--- src/rtl/ifetch_unit_if.sv ---
// ifetch_unit_if
// Memory read bus between the instruction fetch stage and program memory.
// Handshake: the fetch stage (master) raises memReq and holds memAddr
// stable until it samples memAck high on a rising clock edge; memData is
// valid in every cycle where memAck is high. memAck seen while memReq is
// low is ignored by the master.
//   memReq   master -> slave  read request
//   memAddr  master -> slave  read address
//   memAck   slave  -> master acknowledge, qualifies memData
//   memData  slave  -> master read data
interface ifetch_unit_if #(
  parameter int DATA_WIDTH = 16,
  parameter int ADDR_WIDTH = 16
);
  logic                  memReq;
  logic [ADDR_WIDTH-1:0] memAddr;
  logic                  memAck;
  logic [DATA_WIDTH-1:0] memData;

  modport master (
    output memReq,
    output memAddr,
    input  memAck,
    input  memData
  );

  modport slave (
    input  memReq,
    input  memAddr,
    output memAck,
    output memData
  );
endinterface

--- src/rtl/ifetch_unit.sv ---
// ifetch_unit
// Instruction fetch and status stage feeding the microsequencer. Owns the
// program counter, runs one req/ack memory read per fetchStart, latches the
// returned word into the instruction register and holds the carry/zero flags.
// Ports:
//   clock, notReset        clock and asynchronous active-low reset
//   fetchStart             request one instruction fetch
//   pcLoad, pcIn           load PC with a jump/branch target (not in FETCH)
//   flagsLoad              capture aluCarry/aluZero on the edge
//   aluCarry, aluZero      ALU status inputs
//   mem (master modport)   memReq/memAddr out, memAck/memData in
//   opcode, operand        IR fields
//   carry, zero            registered flags
//   irValid                one-cycle pulse after the IR is updated
//   stall                  high while a fetch is in progress
//   dbgState               current FSM state (0 IDLE, 1 FETCH, 2 DONE)
module ifetch_unit #(
  parameter int DATA_WIDTH   = 16,
  parameter int ADDR_WIDTH   = 16,
  parameter int OPCODE_WIDTH = 7,
  parameter logic [ADDR_WIDTH-1:0] PC_RESET = '0
) (
  input  logic                         clock,
  input  logic                         notReset,
  input  logic                         fetchStart,
  input  logic                         pcLoad,
  input  logic [ADDR_WIDTH-1:0]        pcIn,
  input  logic                         flagsLoad,
  input  logic                         aluCarry,
  input  logic                         aluZero,
  ifetch_unit_if.master                mem,
  output logic [OPCODE_WIDTH-1:0]      opcode,
  output logic [DATA_WIDTH-OPCODE_WIDTH-1:0] operand,
  output logic                         carry,
  output logic                         zero,
  output logic                         irValid,
  output logic                         stall,
  output logic [1:0]                   dbgState
);

  typedef enum logic [1:0] {
    S_IDLE  = 2'd0,
    S_FETCH = 2'd1,
    S_DONE  = 2'd2
  } state_t;

  state_t                r_state;
  logic [ADDR_WIDTH-1:0] r_pc;
  logic [DATA_WIDTH-1:0] r_ir;
  logic                  r_mem_req;
  logic                  r_stall;
  logic                  r_ir_valid;
  logic                  r_carry;
  logic                  r_zero;

  // The status outputs are flops loaded with the decode of the next state,
  // so they always equal a decode of r_state and never see input glitches.
  always_ff @(posedge clock or negedge notReset) begin
    if (!notReset) begin
      r_state    <= S_IDLE;
      r_pc       <= PC_RESET;
      r_ir       <= '0;
      r_mem_req  <= 1'b0;
      r_stall    <= 1'b0;
      r_ir_valid <= 1'b0;
    end else begin
      case (r_state)
        S_IDLE: begin
          if (pcLoad) begin
            r_pc <= pcIn;
          end
          if (fetchStart) begin
            r_state   <= S_FETCH;
            r_mem_req <= 1'b1;
            r_stall   <= 1'b1;
          end
        end

        // PC is frozen here (pcLoad ignored) so memAddr stays stable for
        // the whole request; extra fetchStart pulses are dropped.
        S_FETCH: begin
          if (mem.memAck) begin
            r_ir       <= mem.memData;
            r_pc       <= r_pc + 1'b1;
            r_state    <= S_DONE;
            r_mem_req  <= 1'b0;
            r_stall    <= 1'b0;
            r_ir_valid <= 1'b1;
          end
        end

        // A pcLoad here overrides the post-fetch PC; a fetch started in the
        // same cycle therefore reads from the new target.
        S_DONE: begin
          r_ir_valid <= 1'b0;
          if (pcLoad) begin
            r_pc <= pcIn;
          end
          if (fetchStart) begin
            r_state   <= S_FETCH;
            r_mem_req <= 1'b1;
            r_stall   <= 1'b1;
          end else begin
            r_state <= S_IDLE;
          end
        end

        default: begin
          r_state    <= S_IDLE;
          r_mem_req  <= 1'b0;
          r_stall    <= 1'b0;
          r_ir_valid <= 1'b0;
        end
      endcase
    end
  end

  // Flags are independent of the fetch state machine.
  always_ff @(posedge clock or negedge notReset) begin
    if (!notReset) begin
      r_carry <= 1'b0;
      r_zero  <= 1'b0;
    end else if (flagsLoad) begin
      r_carry <= aluCarry;
      r_zero  <= aluZero;
    end
  end

  assign mem.memReq  = r_mem_req;
  assign mem.memAddr = r_pc;
  assign opcode      = r_ir[DATA_WIDTH-1 -: OPCODE_WIDTH];
  assign operand     = r_ir[DATA_WIDTH-OPCODE_WIDTH-1:0];
  assign carry       = r_carry;
  assign zero        = r_zero;
  assign irValid     = r_ir_valid;
  assign stall       = r_stall;
  assign dbgState    = r_state;

endmodule

--- src/flat_wrapper.sv ---
// flat-port wrapper written by rule: the top's interface ports become plain ports
module ifetch_unit_flat 
#(
  parameter int DATA_WIDTH   = 16,
  parameter int ADDR_WIDTH   = 16,
  parameter int OPCODE_WIDTH = 7,
  parameter logic [ADDR_WIDTH-1:0] PC_RESET = '0
)
  (clock, notReset, fetchStart, pcLoad, pcIn, flagsLoad, aluCarry, aluZero, opcode, operand, carry, zero, irValid, stall, dbgState, mem_memReq, mem_memAddr, mem_memAck, mem_memData);
  ifetch_unit_if #(.DATA_WIDTH(DATA_WIDTH), .ADDR_WIDTH(ADDR_WIDTH)) mem_i ();
  input  logic clock;
  input  logic notReset;
  input  logic fetchStart;
  input  logic pcLoad;
  input  logic [ADDR_WIDTH-1:0] pcIn;
  input  logic flagsLoad;
  input  logic aluCarry;
  input  logic aluZero;
  output logic [OPCODE_WIDTH-1:0] opcode;
  output logic [DATA_WIDTH-OPCODE_WIDTH-1:0] operand;
  output logic carry;
  output logic zero;
  output logic irValid;
  output logic stall;
  output logic [1:0] dbgState;
  output wire logic [$bits(mem_i.memReq)-1:0] mem_memReq;
  output wire logic [$bits(mem_i.memAddr)-1:0] mem_memAddr;
  input wire logic [$bits(mem_i.memAck)-1:0] mem_memAck;
  input wire logic [$bits(mem_i.memData)-1:0] mem_memData;
  assign mem_memReq = mem_i.memReq;
  assign mem_memAddr = mem_i.memAddr;
  assign mem_i.memAck = mem_memAck;
  assign mem_i.memData = mem_memData;
  ifetch_unit #(.DATA_WIDTH(DATA_WIDTH), .ADDR_WIDTH(ADDR_WIDTH), .OPCODE_WIDTH(OPCODE_WIDTH), .PC_RESET(PC_RESET)) u_core (.clock(clock), .notReset(notReset), .fetchStart(fetchStart), .pcLoad(pcLoad), .pcIn(pcIn), .flagsLoad(flagsLoad), .aluCarry(aluCarry), .aluZero(aluZero), .mem(mem_i), .opcode(opcode), .operand(operand), .carry(carry), .zero(zero), .irValid(irValid), .stall(stall), .dbgState(dbgState));
endmodule
--- config.mk ---
export PLATFORM = sky130hd
export DESIGN_NAME = ifetch_unit_flat
export DESIGN_NICKNAME = d
export VERILOG_FILES = /design/src/rtl/ifetch_unit_if.sv /design/src/rtl/ifetch_unit.sv /design/src/flat_wrapper.sv
export SDC_FILE = /design/constraint.sdc
export NUM_CORES = 1
export LEC_CHECK = 0
export CORE_MARGIN = 10
export CORE_UTILIZATION = 38
export DETAILED_ROUTE_END_ITERATION = 7
export MAX_ROUTING_LAYER = met4
export PLACE_DENSITY = 0.75
export SLEW_MARGIN = 10
export SYNTH_ARGS = -nofsm -noshare
export SYNTH_HDL_FRONTEND = slang
export SYNTH_SLANG_ARGS = --single-unit
--- constraint.sdc ---
create_clock -name clock -period 1.3 [get_ports clock]
set_input_delay 0.325 -clock clock [delete_from_list [all_inputs] [get_ports clock]]
set_output_delay 0.325 -clock clock [all_outputs]
set_load 0.01 [all_outputs]
# [Word level (Yosys, flattened, before mapping)]
# Index checks and enable logic that the tools add are counted.
[totals] register_bits=38 input_bits=40 output_inout_bits=39 elab_cells=35
[classes] addsub=1 eq_ne=6 muxes=12 bitwise=1 n_reduce_logical=8
[ops] cell="2-to-1 mux 16 bit" n=2
[ops] cell="one-hot mux 16 bit (2 select lines)" n=1
[ops] cell="adder 16 x 1 -> 16 bit, second input constant" n=1
[ops] cell="AND reduction 2 bit" n=4
[ops] cell="one-hot mux 2 bit (3 select lines)" n=1
[ops] cell="2-to-1 mux 1 bit" n=4
[ops] cell="2-to-1 mux 2 bit" n=2
[ops] cell="!= test 2 x 1 -> 1 bit, second input constant" n=2
[ops] cell="!= test 2 bit, second input constant" n=2
[ops] cell="one-hot mux 1 bit (2 select lines)" n=2
[ops] cell="AND reduction 3 bit" n=1
[ops] cell="== test 2 x 1 -> 1 bit, second input constant" n=1
[ops] cell="== test 2 bit, second input constant" n=1
[ops] cell="zero test 2 bit" n=1
[ops] cell="nonzero test 2 bit" n=1
[ops] cell="OR reduction 2 bit" n=1
[ops] cell="NOT 1 bit" n=1

# [Depth between registers and ports, before layout]
# Gate-level depths: netlist of the first run.
[logic_depth] depth_word=4 depth_mapped=8

# [Worst setup path before layout of the first run]
# No wires, ideal clock.
[synth_timing] kind="register to register" startpoint="register u_core.r_pc[0], in the netlist u_core.mem.memAddr[0]" endpoint="register u_core.r_pc[12], in the netlist u_core.mem.memAddr[12]" t_arrival_ns=1.379 required_ns=1.163 slack_ns=-0.216 stages_incl_launch_ff=6 synth_period_minus_slack_ns=1.516 cell_sequence="dfrtp_1 ha_1 nand4b_4 nor4_1 xnor2_1 a21oi_1"
[synth_via] elab_chain_cells=3
[synth_rtl] element="start: declaration" line="ifetch_unit.sv:48" source="logic [ADDR_WIDTH-1:0] r_pc;"
[synth_rtl] element="start signal: assignment" line="ifetch_unit.sv:70" source="r_pc <= pcIn;"
[synth_rtl] element="start signal: assignment" line="ifetch_unit.sv:84" source="r_pc <= r_pc + 1'b1;"
[synth_rtl] element="start signal: assignment" line="ifetch_unit.sv:97" source="r_pc <= pcIn;"
[synth_rtl] element="adder 16 x 1 -> 16 bit" line="ifetch_unit.sv:84"
[synth_rtl] element="2-to-1 mux 16 bit" line="ifetch_unit.sv:82" source="if (mem.memAck) begin"
[synth_rtl] element="one-hot mux 16 bit (2 select lines)" line="ifetch_unit.sv:67" source="case (r_state)"
# No other way between the ends. The select of a mux whose other input is x is not followed.
# A chain may end at the register's enable or synchronous reset.

# [Worst setup path in the final report of the first run]
[layout_timing] startpoint="register u_core.r_pc[1], in the netlist u_core.mem.memAddr[1]" endpoint="register u_core.r_pc[8], in the netlist u_core.mem.memAddr[8]"
# The elaborated chain is that of the path after synthesis.

==> metrics.md, run 1 <==
| Metric | Value |
|---|---|
| Outcome | finished, violations left |
| Violated checks | negative setup slack |
| DR top layer | met4 |
| Sequential Area | 963 um^2 |
| CP required | 1.47 ns |
| PD cells | roughly 1500 nW/um^2 |
| Crit Path Category | flip-flop to flip-flop |
| GRT Total Usage | 18.1% |
| Vias in the first global route | 2228 |
| H-tree levels | 2 |
| Latest clock arrival within the worst-skew pair | 0.29 ns |
| Met1 WL | 2.81 mm |
| TritonCTS Buffers | 5 |
| Post-synth net total | 241 |
| Fin util | 74.7% |
| Initial core utilization | 39.1% |
| Via Count | 2077 |
| Pwr Total | between 5 and 6 mW |
| FMAX | 661 MHz |
| Worst rel slew slack | 81.9% |
| Die Y | a little under 90 um |
| Full die area | between 8000 and 9000 um^2 |
| EDFF count, synth | 0 |
| Post-synth top flop | dfrtp_1 |
| Nets@finish | 387 |
| First-pass GRT wire length | about 11 mm |
| RSZ-0062 raised after global routing | yes |
| Netlist Area Pre-Place | 1830 um^2 |
| Initial antenna violation count | 0 |
| Seq/Total Area, Yosys | 51.9% |
| MaxCap Viol Count | 0 |
| PortBufs | 78 |
| Crit path launch type | flip-flop |
| Clock Tree Buf Depth | 2 |
| Worst-path clk slew | around 0.08 ns |
| Max stage delay on crit path | 0.39 ns |
| Area of the core | 4690 um^2 |
| P_leak | 1.64 nW |
| Top-area cell type share of the netlist area | 51.9% |
| Chip Width | 89.5 um |
| Worst EP arrival | roughly 1.7 ns |
| Hpwl dp | 4.54 mm |
| Final hold violation count | 0 |
| Area of the multi-input gates | 1030 um^2 |
| Total number of yosys warnings | 0 |
| Antenna cells | 0 |
| Crit path capture type | flip-flop |
| Cell taking the most area after synthesis | dfrtp_1 |
| Flops & latches, synth | 38 |
| Synthesized area per cell | 9.17 um^2 |
| Number of fill cells | 336 |
| Crit path max-delay cell type | dfrtp_2 |
| Final ANT Viol Nets | 0 |
| Final setup fails | 18 |
| CTS tree | built |
| Setup WS post-layout | -0.213 ns |
| Layout cells sized above 1 | 41.2% |
| Max rail drop VDD | 0.845 mV |
| Met2 wire length | 3.34 mm |
| Max Fanout on Critical Path | 8 |
| Async set or reset register ratio after synthesis | 100% |
| I/O pins | slightly below 80 |
| DR DRC count | 0 |
| Min Tclk post-route | 1.51 ns |
| Largest net degree at the start of global routing | 39 |
| FP Rows | 25 |
| Area growth from synthesis to layout | 91.1% |
| Total Wirelength | 6.90 mm |
| WL/cell | 17.2 um |
| Synth cell types | 33 |
| Grt ovf | 0 |
| Gpl congestion | approximately 0.85 |
| Period utilization | 116% |
| Detailed Routing Iterations Pass 1 | 4 |
| Commonest cells post-synth | nand2_1, dfrtp_1, nor2_1, o21ai_0 |
| Syn Inst Count | 200 |
| Clk sinks | 38 |
| Final clock skew | 0.00848 ns |
| CTS Root Cell | clkbuf_8 |
| Routed wl met3 | 548 um |
| Synth area leaders | dfrtp_1, nand2_1, mux2i_1 |
| Worst-Margin Slew | around 0.27 ns |
| DRT iter0 DRCs | between 80 and 90 |
| Min-delay worst type | flip-flop to flip-flop |
| Cell Chain, Critical Path | buf_6 > ha_4 > nand4b_4 > nor3_2 > o21ai_1 > a221o_1 |
| Top-count cell post-synth | nand2_1 |
| Vias per Instance | between 5 and 6 |
| Final Max Tran Viols | 0 |
-- final timing paths --
path	cells after the start	from	slack, ns	endpoint
max	6	u_core.mem.memAddr[1]$_DFFE_PN0P_	-0.21	u_core.mem.memAddr[8]$_DFFE_PN0P_
min	2	u_core.r_ir[7]$_DFFE_PN0P_	0.48	u_core.r_ir[7]$_DFFE_PN0P_
max reg2reg	6	u_core.mem.memAddr[1]$_DFFE_PN0P_	-0.21	u_core.mem.memAddr[8]$_DFFE_PN0P_
min reg2reg	2	u_core.r_ir[7]$_DFFE_PN0P_	0.48	u_core.r_ir[7]$_DFFE_PN0P_
max in group asynchronous	3	notReset	0.55	u_core.mem.memAddr[7]$_DFFE_PN0P_
min in group asynchronous	3	notReset	0.53	u_core.mem.memAddr[9]$_DFFE_PN0P_
-- worst max-delay path, delay by kind of cell, from the launching register on --
| family | cells | cell delay (ns) |
|---|---|---|
| AOI/OAI and AO/OA | 2 | 0.36 |
| adders and majority gates | 1 | 0.14 |
| buffers and inverters | 1 | 0.12 |
| DFF | 1 | 0.39 |
| and+or+nand+nor | 2 | 0.39 |
-- routing by layer --
layer | track usage, % | vias up
li1 | - | 987
met5 | - | -
met1 | 19.6 | 986
met3 | 5.93 | 21
met4 | 7.23 | 0
met2 | 30.1 | 83
-- registers in the layout, indices dropped and copies added (netlist names) --
register / cells
u_core.mem.memAddr: 16
u_core.dbgState: 2
u_core.mem.memReq: 1
u_core.irValid: 1
u_core.carry: 1
u_core.r_ir: 16
u_core.zero: 1
-- power by group --
part           leakage, nW  internal (mW)  switching [mW]
registers            0.449           1.50           0.282
clock network       0.0504          0.571           0.450
logic                 1.14           1.28            1.12
-- per-stage QoR --
step | std cells | setup TNS, ns | hold slack, ns | cell area [um^2] | worst slack [ns]
final | 401 | -2.50 | 0.476 | 3500 | -0.213
after global routing | 401 | -4.24 | 0.497 | 3500 | -0.282
after CTS | 393 | -1.90 | 0.476 | 3410 | -0.182
after global placement | 365 | -12.93 | 0.310 | 3050 | -0.465
after detailed placement | 365 | -15.22 | 0.310 | 3050 | -0.538
after floorplan | 200 | -0.423 | 0.0294 | 1940 | -0.0758
-- layout by cell type, fill, tap and decap left out, drive strengths merged, types with 2 or more instances in the layout --
cell type / n
a211oi: 3
a21oi: 7
a221o: 3
a22oi: 2
buf: 81
clkbuf: 15
clkdlybuf4s15: 17
clkdlybuf4s50: 37
clkinvlp: 2
dfrtp: 38
dlygate4sd2: 2
inv: 4
mux2: 3
mux2i: 6
nand2: 66
nand3: 6
nand4: 5
nor2: 8
nor3: 4
nor4: 7
o21ai: 9
o22ai: 3
or3: 4
xnor2: 4
-- final cells by class --
| type | count | share of cell area (%) |
|---|---|---|
| sequential | 38 | 27.5 |
| clock inverter | 3 | 1.29 |
| clock buffer | 5 | 1.96 |
| multi-input combinational | 149 | 29.4 |
| inverter | 4 | 0.429 |
| tap | 54 | 1.93 |
| timing repair buffer | 148 | 37.5 |
-- timing repair --
action / 4_1_cts / 5_1_grt
endpoints found under the setup margin: 69 / 63
resized for setup: 118 / 46
setup buffers: 18 / 9
hold endpoints to repair: 20 / 0
pin swaps: 14 / 12
hold buffers: 1 / 0
gates cloned: 1 / 0
-- cell families (layout without fill, tap and decap cells) --
| family | count (synthesis) | count (layout) | share of synthesized area, % |
|---|---|---|---|
| buf+inv | 14 | 160 | 3.55 |
| xor+xnor | 4 | 4 | 1.91 |
| mux | 9 | 9 | 5.12 |
| flops | 38 | 38 | 51.9 |
| fa+ha+maj | 1 | 1 | 0.682 |
| simple gates | 104 | 105 | 26.6 |
| compound gates | 30 | 30 | 10.3 |
Power figures use the tool's default switching activity.
==> inputs of run 2 (changes only) <==
- CORE_UTILIZATION: 38 -> 39
- CTS_BUF_LIST: not set -> sky130_fd_sc_hd__clkbuf_4
- PLACE_DENSITY: 0.75 -> 0.77
==> run 2 against run 1 <==
The run still ends with negative setup slack left. Sequential share of layout area up 0.28 points. Clock-buffer cell count unchanged. Routed wire length up 0.46%. Clock power about the same. Utilization up 3.4 points. Die area down 2.0%. Critical path type unchanged. Largest cell class unchanged. Largest power group unchanged.
==> metrics.md, run 2 (synthesis results as in run 1) <==
| Metric | Value |
|---|---|
| Outcome | finished, violations left |
| Violated checks | negative setup slack |
| Chip Width | 88.6 um |
| Crit path capture type | flip-flop |
| Hpwl dp | around 4.7 mm |
| Setup WS post-layout | -0.289 ns |
| Sequential fraction of design power | 33.3% |
| Most frequent cells in the layout | buf_4, nand2_1, clkdlybuf4s50_1 |
| Die Y | 88.6 um |
| First-pass GRT wire length | around 11 mm |
| Nets@finish | 396 |
| WL/cell | 17.0 um |
| Clock Tree Buf Depth | 2 |
| Layout cells sized above 1 | 46.1% |
| Final Max Tran Viols | 0 |
| Period utilization | 122% |
| Met1 Use GR | 20.2% |
| Worst EP arrival | ~1.8 ns |
| Final ANT Viol Nets | 0 |
| Worst-Margin Slew | 0.270 ns |
| H-tree levels | 2 |
| Cell Chain, Critical Path | buf_6 > nand3b_1 > inv_2 > buf_4 > buf_8 > or3_1 > o21ai_1 > a21oi_1 |
| CP required | 1.55 ns |
| Grt ovf | 0 |
| Max rail drop VDD | roughly 0.99 mV |
| CTS tree | built |
| Grt met2 use | 29.1% |
| GRT Total Usage | 18.1% |
| Placed Cells | 365 |
| PD cells | 1510 nW/um^2 |
| Final Non-Filler Cells | 408 |
| Vias in the first global route | 2239 |
| Final hold violation count | 0 |
| Clk sinks | 38 |
| Worst-path clk slew | 0.13 ns |
| Initial antenna violation count | 0 |
| Sequential Area | 963 um^2 |
| I/O pins | between 70 and 80 |
| Crit path launch type | flip-flop |
| Vias per Instance | around 5.1 |
| TritonCTS Buffers | 5 |
| Gate power share | 47.4% |
| Gpl congestion | 0.830 |
| DP Worst Slack | -0.488 ns |
| Worst Setup SP | u_core.dbgState[0]$_DFFE_PN0P_ |
| DP Area | a little over 3000 um^2 |
| CTS Root Cell | clkbuf_4 |
| Min-delay worst type | input port to asynchronous set/reset pin |
| Area of the core | 4440 um^2 |
| Largest net degree at the start of global routing | 39 |
| Number of fill cells | 314 |
| Detailed Routing Iterations Pass 1 | 4 |
| Max Fanout on Critical Path | 7 |
| End of the critical path | u_core.mem.memAddr[13]$_DFFE_PN0P_ |
| Latest clock arrival within the worst-skew pair | between 0.3 and 0.4 ns |
| Area of the multi-input gates | 982 um^2 |
| Max stage delay on crit path | 0.41 ns |
| Antenna cells | 0 |
| P_leak | 1.69 nW |
| Worst rel slew slack | 81.8% |
| Clock power frac | 19.3% |
| PortBufs | 78 |
| FP Rows | 24 |
| Via Count | between 2000 and 2500 |
| Reg2reg setup slack | -0.29 ns |
| Min Tclk post-route | 1.59 ns |
| FMAX | 629 MHz |
| Total Wirelength | 6.93 mm |
| Design area | 3470 um^2 |
| Met3 global-route usage | under 10% |
| P_int | roughly 3.4 mW |
| Initial core utilization | 41.2% |
| Full die area | 7840 um^2 |
| Worst Reg2Reg Path Length in Cells | 8 |
| Pwr Total | 5.22 mW |
| Psw | 1.80 mW |
| Reg2reg start | u_core.dbgState[0]$_DFFE_PN0P_ |
| RSZ-0062 raised after global routing | yes |
| Crit Path Category | flip-flop to flip-flop |
| Final setup fails | 37 |
| FF-to-FF End | u_core.mem.memAddr[13]$_DFFE_PN0P_ |
| DRT iter0 DRCs | approximately 110 |
| Sw Share | 34.5% |
| MaxCap Viol Count | 0 |
| Layer with the highest usage | met2 |
| Final clock skew | 0.0114 ns |
| DR DRC count | 0 |
| Crit path max-delay cell type | dfrtp_1 |
| Area growth from synthesis to layout | 89.2% |
| Most common cell after layout, fill and taps aside | buf_4 |
-- run 2: changes by cell type in the layout (fill, tap and decap cells not counted), sizes merged --
cell	previous run	this run
buf	81	118
clkdlybuf4s15	17	0
clkbuf	15	6
clkinvlp	2	0
dlygate4sd2	2	0
bufinv	1	2
clkdlybuf4s50	37	38
clkinv	0	1
nand4	5	4
-- run 2: worst min path at each step --
stage,to,cells after the start
4_1_cts,u_core.r_ir[6]$_DFFE_PN0P_,3
2_1_floorplan,u_core.carry$_DFFE_PN0P_,0
6_report,u_core.mem.memAddr[13]$_DFFE_PN0P_,3
3_3_place_gp,u_core.mem.memAddr[9]$_DFFE_PN0P_,2
5_1_grt,u_core.r_ir[11]$_DFFE_PN0P_,3
3_5_place_dp,u_core.mem.memAddr[12]$_DFFE_PN0P_,2
-- run 2: per-layer routing --
metal	wire (um)	share of wire, %	up-vias
li1	-	-	1001
met1	2870	41	1003
met2	3420	49	83
met3	574	8.3	8
met4	71	1.0	0
met5	0	0	-
-- run 2: final cells by class --
type	instances	area share, %
inverters	4	0.433
repair buffers	158	38.7
clock inverters	3	1.84
multi-input cells	148	28.3
flip-flops and latches	38	27.8
clock buffers	5	1.08
well taps	52	1.88
-- run 2: what timing repair did --
action,4_1_cts,5_1_grt
buffers inserted,23,10
setup endpoints to repair,67,46
hold buffers,1,0
resized for setup,186,21
hold endpoints to repair,38,0
gates cloned,2,0
pin swaps,11,6
-- run 2: critical path: cells and delay by family (launching register included) --
family | cells | cell delay [ns]
buf+inv | 4 | 0.49
compound gates | 2 | 0.13
simple gates | 2 | 0.45
flops | 1 | 0.41
-- run 2: power by group through the flow --
stage | clock [mW] | combinational, mW | sequential (mW)
floorplan | 0 | 0.631 | 1.97
global placement | 0 | 2.07 | 1.80
detailed placement | 0 | 2.11 | 1.82
CTS | 1.02 | 2.28 | 1.72
global route | 1.09 | 2.67 | 1.78
finish | 1.01 | 2.48 | 1.74
-- run 2: metrics by stage --
step,setup TNS (ns),hold slack [ns],utilization [%]
after floorplan,-0.423,0.0294,-
after global placement,-13.16,0.307,68.7
after CTS,-2.61,0.467,74.7
after detailed placement,-14.11,0.314,68.7
after global routing,-10.10,0.478,78.0
final,-7.22,0.463,78.0
==> edit, RTL diff (settings of run 2) <==
Put one more register stage on the output `dbgState`. The value now appears one clock later. The other outputs are not delayed to match.
--- a/src/rtl/ifetch_unit.sv
+++ b/src/rtl/ifetch_unit.sv
@@ -134,7 +134,9 @@
   assign zero        = r_zero;
   assign irValid     = r_ir_valid;
   assign stall       = r_stall;
-  assign dbgState    = r_state;
+  always_ff @(posedge clock) begin
+    dbgState <= r_state;
+  end
 
 endmodule
 
Behaviour: not the same (Yosys sat finds a counterexample within 4 cycles, from zero or initial values and one cycle with notReset low).
==> edit against run 2 <==
The flow still finishes with violations (negative setup slack). Area after synthesis increased by 1.8%. Combinational power rose by 20%. Total power increased by 7.8%. Routed wire length increased by 4.3%. Final area increased by 2.1%. Via count grew 4.5%. Sequential cell count increased by 2. Worst setup slack got worse by 0.033 ns. Critical endpoint is now u_core.mem.memAddr[14].
==> edit: results (changes against run 2) <==
| Metric | Value |
|---|---|
| Final WS setup | `-0.322 ns (was -0.289 ns)` |
| Vias in the first global route | `2353 (was 2239)` |
| Via density | `5.38 (was 5.13)` |
| DP Wirelength | `4630 µm (was 4700 µm)` |
| Worst path max stage delay | `0.43 ns (was 0.41 ns)` |
| CP top delay family | `simple AND/OR/NAND/NOR gates (was buffers and inverters)` |
| Register Area | `996 µm² (was 963 µm²)` |
| Worst Skew | `0.00995 ns (was 0.0114 ns)` |
| Final nets | `393 (was 396)` |
| Post-route setup TNS | `-5.70 ns (was -7.22 ns)` |
| Failing checks | `negative setup slack (unchanged)` |
| Fin cells | `407 (was 408)` |
| GRT Total Usage | `18.3% (was 18.1%)` |
| Worst Setup SP | `u_core.mem.memAddr[6] (was u_core.dbgState[0])` |
| Synth Area in XOR/XNOR | `1.88% (was 1.91%)` |
| Pre-CTS WS | `-0.751 ns (was -0.488 ns)` |
| Area contributors post-synth | `dfrtp_1 (51%), nand2_1 (12%), o21ai_0 (2.4%), mux2_2 (2.4%), dfxtp_1 (2.1%) (was dfrtp_1 (52%), nand2_1 (14%), mux2i_1 (3.3%), nor4_1 (2.4%), o21ai_0 (2.2%))` |
| Syn Nets | `244 (was 241)` |
| DP Cell Count | `369 (was 365)` |
| CP Data Arrival Time | `1.91 ns (was 1.84 ns)` |
| VDD IR max | `877 µV (was 988 µV)` |
| Seq_cells | `40 (was 38)` |
| First-pass GRT wire length | `11100 µm (was 10800 µm)` |
| Final setup viols | `39 (was 37)` |
| Multiplexer area fraction after synthesis | `2.41% (was 5.12%)` |
| Buffering overhead | `39.4% (was 38.7%)` |
| R2R depth | `5 (was 8)` |
| Least-Margin Pin Slew | `0.361 ns (was 0.270 ns)` |
| DR iter-0 viols | `147 (was 112)` |
| Synth Area in Compound Gates | `15.1% (was 10.3%)` |
| Synth async-reset ratio | `95.0% (was 100%)` |
| Status | `finished, violations left (unchanged)` |
| Placed Area | `3070 µm² (was 3050 µm²)` |
-- edit: what timing repair did --
action,in CTS,in global routing
setup endpoints to repair,72,48
cloned,2,0
hold endpoints to repair,38,0
buffers inserted,24,8
resized for setup,200,32
pin swaps,19,10
hold buffers,1,0
-- edit: routing by layer --
metal | GRT usage [%] | vias to the layer above | share of wire [%]
li1 | - | 1015 | -
met1 | 19.5 | 1062 | 39
met2 | 32.2 | 91 | 51
met3 | 5.01 | 22 | 6.5
met4 | 5.92 | 0 | 3.0
met5 | - | - | 0
-- edit: worst min-delay path, stage by stage --
cell and delay (ns):
dlygate4sd3_1 0.53, buf_2 0.12, buf_12 0.22
-- edit: stage by stage --
step / power [W] / utilization, % / hold slack [ns]
floorplan: 0.00272 / - / 0.0294
global placement: 0.00408 / 65.5 / 0.310
detailed placement: 0.00413 / 65.5 / 0.316
CTS: 0.00535 / 72.7 / 0.454
global route: 0.00598 / 75.4 / 0.460
finish: 0.00563 / 75.4 / 0.452
